## src/rtl/fp_div_pkg.sv

```systemverilog
// ---------------------------------------------------------------------------
// fp_div_pkg
// Shared types and constants for the shared-divider arbiter and its benches.
//   state_t  : arbiter FSM states (IDLE, WAIT, RESP), 2-bit encoding
//   FP32_W   : width of an IEEE-754 single-precision word
//   FP_PINF, FP_NINF, FP_ZERO : common special-value encodings
// ---------------------------------------------------------------------------
package fp_div_pkg;

  localparam int FP32_W = 32;

  localparam logic [FP32_W-1:0] FP_PINF = 32'h7F80_0000;
  localparam logic [FP32_W-1:0] FP_NINF = 32'hFF80_0000;
  localparam logic [FP32_W-1:0] FP_ZERO = 32'h0000_0000;

  // IDLE waits for a request, WAIT holds operands while the multicycle
  // divider path settles, RESP holds the quotient until the owner takes it.
  typedef enum logic [1:0] {
    IDLE = 2'd0,
    WAIT = 2'd1,
    RESP = 2'd2
  } state_t;

endpackage

```

## src/rtl/rr_arbiter.sv

```systemverilog
// ---------------------------------------------------------------------------
// rr_arbiter
// Purely combinational round-robin picker.
//   req     in  N     request vector
//   ptr     in  ID_W  index that won last; it gets the lowest priority
//   gnt     out N     one-hot grant (all zero when no request)
//   gnt_idx out ID_W  binary index of the grant (0 when no request)
//   any     out 1     at least one request is present
// ---------------------------------------------------------------------------
module rr_arbiter #(
  parameter int N    = 4,
  parameter int ID_W = $clog2(N)
) (
  input  logic [N-1:0]    req,
  input  logic [ID_W-1:0] ptr,
  output logic [N-1:0]    gnt,
  output logic [ID_W-1:0] gnt_idx,
  output logic            any
);

  int idx;

  // Scan ptr+1, ptr+2, ... wrapping modulo N; the first asserted request
  // wins. Because ptr itself is visited last, the previous winner always
  // drops to the bottom of the priority order.
  always_comb begin
    gnt     = '0;
    gnt_idx = '0;
    any     = 1'b0;
    idx     = 0;
    for (int k = 1; k <= N; k++) begin
      idx = (int'(ptr) + k) % N;
      if (!any && req[ID_W'(idx)]) begin
        gnt[ID_W'(idx)] = 1'b1;
        gnt_idx         = ID_W'(idx);
        any             = 1'b1;
      end
    end
  end

endmodule

```

## src/rtl/fp_div_arbiter.sv

```systemverilog
// ---------------------------------------------------------------------------
// fp_div_arbiter
// Shares one combinational FP32 divider (instantiated by the parent) among
// NUM_REQ requesters. Round-robin grant, registered operands held for
// DIV_LATENCY cycles, captured quotient returned with valid/ready.
//   clk, rst_n          clock, asynchronous active-low reset
//   req_valid/req_ready per-requester request handshake (ready one-hot)
//   req_a, req_b        packed dividends/divisors, 32 bits per requester
//   resp_valid          one-hot: quotient available for that requester
//   resp_ready          per-requester acceptance (only the owner's bit counts)
//   resp_data           captured quotient
//   div_a, div_b, div_q registered operands to / result from the divider
//   busy                high whenever the FSM is not IDLE
//   op_count            completed operations, wraps at 16 bits
// ---------------------------------------------------------------------------
module fp_div_arbiter
  import fp_div_pkg::*;
#(
  parameter int NUM_REQ     = 4,
  parameter int DIV_LATENCY = 2
) (
  input  logic                      clk,
  input  logic                      rst_n,
  input  logic [NUM_REQ-1:0]        req_valid,
  output logic [NUM_REQ-1:0]        req_ready,
  input  logic [NUM_REQ*FP32_W-1:0] req_a,
  input  logic [NUM_REQ*FP32_W-1:0] req_b,
  output logic [NUM_REQ-1:0]        resp_valid,
  input  logic [NUM_REQ-1:0]        resp_ready,
  output logic [FP32_W-1:0]         resp_data,
  output logic [FP32_W-1:0]         div_a,
  output logic [FP32_W-1:0]         div_b,
  input  logic [FP32_W-1:0]         div_q,
  output logic                      busy,
  output logic [15:0]               op_count
);

  localparam int ID_W  = $clog2(NUM_REQ);
  localparam int CNT_W = (DIV_LATENCY > 1) ? $clog2(DIV_LATENCY) : 1;

  state_t            state_q;
  state_t            state_d;
  logic [ID_W-1:0]   rr_ptr_q;
  logic [ID_W-1:0]   owner_q;
  logic [CNT_W-1:0]  cnt_q;
  logic [15:0]       op_cnt_q;

  logic [NUM_REQ-1:0] gnt;
  logic [ID_W-1:0]    gnt_idx;
  logic               gnt_any;

  logic accept;
  logic cnt_zero;
  logic finish_wait;
  logic resp_done;

  rr_arbiter #(
    .N    (NUM_REQ),
    .ID_W (ID_W)
  ) u_rr (
    .req     (req_valid),
    .ptr     (rr_ptr_q),
    .gnt     (gnt),
    .gnt_idx (gnt_idx),
    .any     (gnt_any)
  );

  // Grants are only offered while idle; rst_n also gates them so that no
  // requester sees ready while the block is held in reset.
  assign req_ready   = (state_q == IDLE && rst_n) ? gnt : '0;
  assign busy        = (state_q != IDLE);
  assign op_count    = op_cnt_q;

  assign accept      = (state_q == IDLE) && gnt_any;
  assign cnt_zero    = (cnt_q == '0);
  assign finish_wait = (state_q == WAIT) && cnt_zero;
  assign resp_done   = (state_q == RESP) && resp_ready[owner_q];

  // State register.
  always_ff @(posedge clk or negedge rst_n) begin
    if (!rst_n) begin
      state_q <= IDLE;
    end else begin
      state_q <= state_d;
    end
  end

  // Next-state logic. The RESP->IDLE step always costs a cycle, so a new
  // grant can never coincide with a response completing. Any encoding
  // outside the enum falls back to IDLE.
  always_comb begin
    state_d = state_q;
    case (state_q)
      IDLE:    if (accept)    state_d = WAIT;
      WAIT:    if (cnt_zero)  state_d = RESP;
      RESP:    if (resp_done) state_d = IDLE;
      default:                state_d = IDLE;
    endcase
  end

  // Operand capture and latency countdown. div_a/div_b are only written on
  // an accept, so they stay frozen through WAIT and RESP as the multicycle
  // path through the divider requires.
  always_ff @(posedge clk or negedge rst_n) begin
    if (!rst_n) begin
      div_a   <= '0;
      div_b   <= '0;
      owner_q <= '0;
      cnt_q   <= '0;
    end else if (accept) begin
      div_a   <= req_a[FP32_W*gnt_idx +: FP32_W];
      div_b   <= req_b[FP32_W*gnt_idx +: FP32_W];
      owner_q <= gnt_idx;
      cnt_q   <= CNT_W'(DIV_LATENCY - 1);
    end else if (state_q == WAIT && !cnt_zero) begin
      cnt_q   <= cnt_q - 1'b1;
    end
  end

  // Response side: sample the divider once the latency has elapsed, hold it
  // until the owner accepts, then make the owner the lowest-priority index
  // for the next arbitration round.
  always_ff @(posedge clk or negedge rst_n) begin
    if (!rst_n) begin
      resp_data  <= '0;
      resp_valid <= '0;
      op_cnt_q   <= '0;
      rr_ptr_q   <= ID_W'(NUM_REQ - 1);
    end else begin
      if (finish_wait) begin
        resp_data  <= div_q;
        resp_valid <= {{(NUM_REQ-1){1'b0}}, 1'b1} << owner_q;
        op_cnt_q   <= op_cnt_q + 16'd1;
      end
      if (resp_done) begin
        resp_valid <= '0;
        rr_ptr_q   <= owner_q;
      end
    end
  end

endmodule

```

## config.mk

```make
export PLATFORM = sky130hd
export DESIGN_NAME = fp_div_arbiter
export DESIGN_NICKNAME = d
export VERILOG_FILES = /design/src/rtl/fp_div_pkg.sv /design/src/rtl/rr_arbiter.sv /design/src/rtl/fp_div_arbiter.sv
export SDC_FILE = /design/constraint.sdc
export NUM_CORES = 1
export LEC_CHECK = 0
export CORE_AREA = 3 3 164 166
export DETAILED_ROUTE_END_ITERATION = 8
export DIE_AREA = 0 0 167 169
export MAX_ROUTING_LAYER = met4
export PLACE_DENSITY = 0.71
export SYNTH_ARGS = -nofsm -noshare
export SYNTH_HDL_FRONTEND = slang
export SYNTH_SLANG_ARGS = --single-unit
```

## constraint.sdc

```tcl
create_clock -name clk -period 5.5 [get_ports clk]
set_input_delay 1.1 -clock clk [delete_from_list [all_inputs] [get_ports clk]]
set_output_delay 1.1 -clock clk [all_outputs]
set_load 0.01 [all_outputs]
```

# Yosys cells after proc, flatten, opt, wreduce, memory -nomap -nowiden
# Index checks and enable logic that the tools add are counted.
[totals] ff_bits=123
[op_classes] shifts=3 add_sub_neg=6 n_mux=43 n_eq_ne=5 n_reduce_logical=20 n_lt_le_gt_ge=9 bitwise_logic=4
[op_table] op="128-bit by 8-bit indexed part select with 32-bit output" n=2
[op_table] op="4-bit 2-to-1 mux" n=7
[op_table] op="1-bit 2-to-1 mux" n=19
[op_table] op="16-bit by 1-bit adder with 16-bit output (second input constant)" n=1
[op_table] op="2-bit by 4-bit < comparator with 1-bit output (second input constant)" n=4
[op_table] op="2-bit 2-to-1 mux" n=7
[op_table] op="1-bit logical AND" n=12
[op_table] op="4-bit OR" n=3
[op_table] op="1-bit binary-select mux with 2-bit select" n=5
[op_table] op="1-bit demux with 2-bit select" n=4
[op_table] op="2-bit by 1-bit greater-or-equal comparator with 1-bit output (second input constant)" n=4
[op_table] op="2-bit != test (second input constant)" n=3
[op_table] op="2-bit case mux with 3 select lines" n=1
[op_table] op="2-bit nonzero test" n=3
[op_table] op="2-bit by 1-bit adder with 2-bit output (second input constant)" n=2
[op_table] op="2-bit adder (second input constant)" n=2
[op_table] op="1-bit by 2-bit left shift with 4-bit output (first input constant)" n=1
[op_table] op="1-bit zero test" n=3
[op_table] op="2-bit by 3-bit < comparator with 1-bit output (second input constant)" n=1
[op_table] op="3-bit AND reduction" n=1
[op_table] op="2-bit by 1-bit equality test with 1-bit output (second input constant)" n=1
[op_table] op="2-bit equality test (second input constant)" n=1
[op_table] op="2-bit zero test" n=1
[op_table] op="1-bit inverter" n=1
[op_table] op="1-bit subtractor (second input constant)" n=1

# Logic depth before layout (Yosys ltp)
# Gate-level depths: netlist of run 1.
[logic_depth] word_depth=17 mapped_depth=12 ltp_nobuf=8

# Modules after synthesis
# From an unflattened synthesis of run 1, not the netlist that was laid out.
[unflattened] cells_unflattened=511 area_unflattened_um2=6816.5
[by_module_without_submodules] module="fp_div_arbiter" seq_area_each_um2=3080.5 cells_each=458 area_per_inst_um2=6338.6 n_inst=1
[by_module_without_submodules] module="rr_arbiter" seq_area_each_um2=0.0 cells_each=53 area_per_inst_um2=478.0 n_inst=1

# Least setup slack after synthesis of run 1
# Ideal clock, no wire load.
[synth_timing] path_type="input to output" startpoint="input req_valid[3]" endpoint="output req_ready[2]" slack_ns=1.953 arrival_ns=2.447 t_required_ns=4.400 cell_stages=7 path_buffers=1 path_cell_list="clkbuf_1 > mux2_2 > nor4_1 > or3_1 > and2_1 > a22oi_1 > a21oi_1"
[synth_via] elab_chain_len=14 word_cells_on_any_way=29
[synth_rtl] item="start: declaration" line_no="fp_div_arbiter.sv:24" text="input logic [NUM_REQ-1:0] req_valid,"
[synth_rtl] item="1-bit binary-select mux with 2-bit select" line_no="rr_arbiter.sv:33" text="if (!any && req[ID_W'(idx)]) begin"
[synth_rtl] item="1-bit 2-to-1 mux (implied by the code) (2 in series)" line_no="rr_arbiter.sv:33"
[synth_rtl] item="1-bit 2-to-1 mux" line_no="rr_arbiter.sv:33"
[synth_rtl] item="1-bit zero test" line_no="rr_arbiter.sv:33"
[synth_rtl] item="1-bit logical AND" line_no="rr_arbiter.sv:33"
[synth_rtl] item="1-bit 2-to-1 mux" line_no="rr_arbiter.sv:33"
[synth_rtl] item="1-bit zero test" line_no="rr_arbiter.sv:33"
[synth_rtl] item="1-bit logical AND" line_no="rr_arbiter.sv:33"
[synth_rtl] item="1-bit 2-to-1 mux" line_no="rr_arbiter.sv:33"
[synth_rtl] item="1-bit zero test" line_no="rr_arbiter.sv:33"
[synth_rtl] item="1-bit logical AND" line_no="rr_arbiter.sv:33"
[synth_rtl] item="4-bit 2-to-1 mux *" line_no="rr_arbiter.sv:33"
[synth_rtl] item="4-bit 2-to-1 mux *" line_no="fp_div_arbiter.sv:70" text="assign req_ready = (state_q == IDLE && rst_n) ? gnt : '0;"
[synth_rtl] item="end: declaration" line_no="fp_div_arbiter.sv:25" text="output logic [NUM_REQ-1:0] req_ready,"
# Mark *: on every way between the ends. The rest lies on a longest branch, timed or not. The select of a mux whose other input is x is not followed.

# Worst setup path in the final report of run 1
[layout_timing] startpoint="input req_valid[3]" endpoint="output req_ready[3]"
# The elaborated chain is that of the path after synthesis.

==> metrics.txt, run 1 <==
Synth top cells by count 249 x nand2_1, 127 x o221ai_1, 121 x dfrtp_1; worst-margin pin slew 0.906 ns; CTS tree built; Clock Skew 0.0125 ns; metal3 WL 2.52 mm; Mapped Cells 835; number of max-slew violations in the final report 0; die width 167 um; Clock Tree Buf Depth 2; Util after Layout 0.490; DRT iter0 DRCs 543; crit path cell chain clkdlybuf4s50_1 > mux2_2 > nor4_1 > or3_1 > and2_1 > a22oi_1 > a21oi_1 > clkdlybuf4s50_1; initial antenna violation count 2; register area share after synthesis 0.409; row count 59; antenna viol nets, final 0; All-Layer GR Usage 0.221; Via density 5.43; Ys Warns 0; finished layout cell area 12600 um^2; die area 28200 um^2; area of the mapped netlist 7520 um^2; Fin Setup TNS 0 ns; TritonCTS Sinks 123; Vias 8504; WL met1 12.9 mm; CP Buf/Inv Count 2; chip height 169 um; count leader, synth nand2_1; clk root buf clkbuf_16; Comb pwr share 0.634; worst vdd ir 0.347 mV; synthesized area per cell 9.01 um^2; Seq. cell area 3080 um^2; TritonRoute pass-1 iters 6; CP Data Required Time 4.40 ns; syn_nets 1141; Worst path slowest cell clkdlybuf4s50_1; Most common cell on crit path clkdlybuf4s50_1; FILL cells 2403; #FFs+latches synth 123; worst-skew pair later-pin latency 0.41 ns; met2 wire len 15.8 mm; largest area contributor in the netlist dfrtp_1; H-tree lvl count 4; Slew headroom 0.396; status finished clean; Placed Area 12000 um^2; vias in the first global route 8609; Num CTS Buffers 17; worst hold path class register to register; crit path DAT 3.71 ns; fin crit period 4.81 ns; Clock transition at path regs 0.07 ns; Leak 5.23 nW; critical path peak fanout 10; DRC 0; total power 7.74 mW; post-DP HPWL 23.4 mm; Clock power frac 0.154; share of cells above drive strength 1 0.0610; Synth top area share 0.402; RSZ-0062 raised after global routing no; Internal 4.29 mW; port bufs 418; Initial Util 0.292; endpoint class of the critical path primary output; biggest cell delay along the critical path 0.62 ns; Max-cap violations 0; # IOs 419; switching power 3.45 mW; Setup Buffers After CTS 0; r2r setup slk 1.83 ns; Max Used Layer met4; endpoints failing hold 0; wire per inst 20.3 um; CTS Hold Bufs 0; Final period util 0.875; Max Clk Rate 208 MHz; main flop type after synthesis dfrtp_1; first-pass GRT wire length 48.3 mm; number of flops mapped to enable cells by yosys 0; fin nets 1522; largest net degree at the start of global routing 65; most area-consuming cells after synthesis dfrtp_1 40%, o221ai_1 15%, nand2_1 12%, mux2i_1 8.8%, o22ai_1 5.3%; Routed WL 31.9 mm; critical path class primary input to primary output; Placeable Area 25800 um^2; Startpoint Class primary input; count of final setup violators 0; GR Overflow Total 0; WHS 0.473 ns; sw frac 0.446; sequential share of power 0.212; Netlist cell types 46; PD cells 614 nW/um^2; Multi-input gate area 4110 um^2; family with the most delay on the worst path buffers and inverters; Synth async-reset ratio 1.00; GP Congestion 0.868; area grow syn2layout 67.6%; post_cts resized 0
==> state kept, by name (all words and copies together), names as in the netlist <==
signal,cells
rr_ptr_q,2
state_q,2
div_b,32
owner_q,2
div_a,32
resp_data,32
resp_valid,4
op_count,16
cnt_q,1
==> stage by stage <==
step | instances | setup slack, ns
after floorplan | 835 | 1.95
after global placement | 1532 | 0.873
after detailed placement | 1532 | 0.773
after CTS | 1564 | 0.772
after global routing | 1566 | 0.505
final | 1566 | 0.689
==> power groups by stage <==
stage	sequential, mW	combinational (mW)	clock [mW]
2_1_floorplan	1.77	2.84	0
3_3_place_gp	1.63	4.85	0
3_5_place_dp	1.64	4.94	0
4_1_cts	1.64	4.94	1.22
5_1_grt	1.70	5.33	1.26
6_report	1.64	4.90	1.19
==> layout by cell type (no fill, tap or decap), drive strengths merged, types with 3 or more instances in the layout <==
cell,netlist,layout
a21oi,13,13
and3,5,5
buf,15,21
bufinv,0,3
clkbuf,61,17
clkdlybuf4s50,0,417
clkinv,0,4
dfrtp,121,121
ha,8,8
inv,5,11
mux2,5,5
mux2i,66,66
mux4,4,4
nand2,249,249
nand3,7,7
nand3b,4,4
nand4,6,6
nor2,12,12
nor2b,6,6
nor4,3,3
o21ai,12,12
o221ai,127,127
o22ai,64,64
xnor2,12,12
xor2,3,3
==> logic make-up (layout without fill, tap and decap cells) <==
logic type               count (synthesis)  in the layout  share of synthesized area
XOR/XNOR                                15             15                     0.0175
other                                    0              2                          0
multiplexers                            75             75                      0.108
flip-flops                             123            123                      0.409
AND/OR/NAND/NOR                        303            303                      0.166
AO/OA/AOI/OAI                          230            230                      0.236
buffers and inverters                   81            475                     0.0492
adder cells (fa/ha/maj)                  8              8                     0.0133
==> cell type report <==
type / count / area share
Clock inverter: 15 / 0.0147
Tap cell: 335 / 0.0332
Clock buffer: 17 / 0.0337
Sequential cell: 123 / 0.245
Inverter: 5 / 0.00149
Multi-Input combinational cell: 631 / 0.326
Timing Repair Buffer: 438 / 0.346
Antenna cell: 2 / 0.000397
==> layer usage <==
metal,global-route usage,vias up
li1,-,3937
met5,-,-
met1,0.265,4089
met2,0.373,437
met4,0.0624,0
met3,0.0507,41
==> final timing paths <==
kind                                          start                       end  cells after the start
setup / recovery                       req_valid[3]              req_ready[3]                      8
hold / removal             op_count[15]$_DFFE_PN0P_  op_count[15]$_DFFE_PN0P_                      1
setup reg to reg            rr_ptr_q[0]$_DFFE_PN1N_     div_a[20]$_DFFE_PN0P_                      8
hold reg to reg            op_count[15]$_DFFE_PN0P_  op_count[15]$_DFFE_PN0P_                      1
max in group asynchronous                     rst_n     div_b[19]$_DFFE_PN0P_                      2
min in group asynchronous                     rst_n   op_count[5]$_DFFE_PN0P_                      1
Power figures use the tool's default switching activity.
==> run 2: changes to the inputs <==
--- a/config.mk
+++ b/config.mk
@@ -6,6 +6,7 @@
 export NUM_CORES = 1
 export LEC_CHECK = 0
 export CORE_AREA = 3 3 164 166
+export CTS_CLUSTER_SIZE = 40
 export DETAILED_ROUTE_END_ITERATION = 8
 export DIE_AREA = 0 0 167 169
 export MAX_ROUTING_LAYER = met4
==> results of run 2 <==
The final DEF is identical to that of run 1; final timing and power are the same.
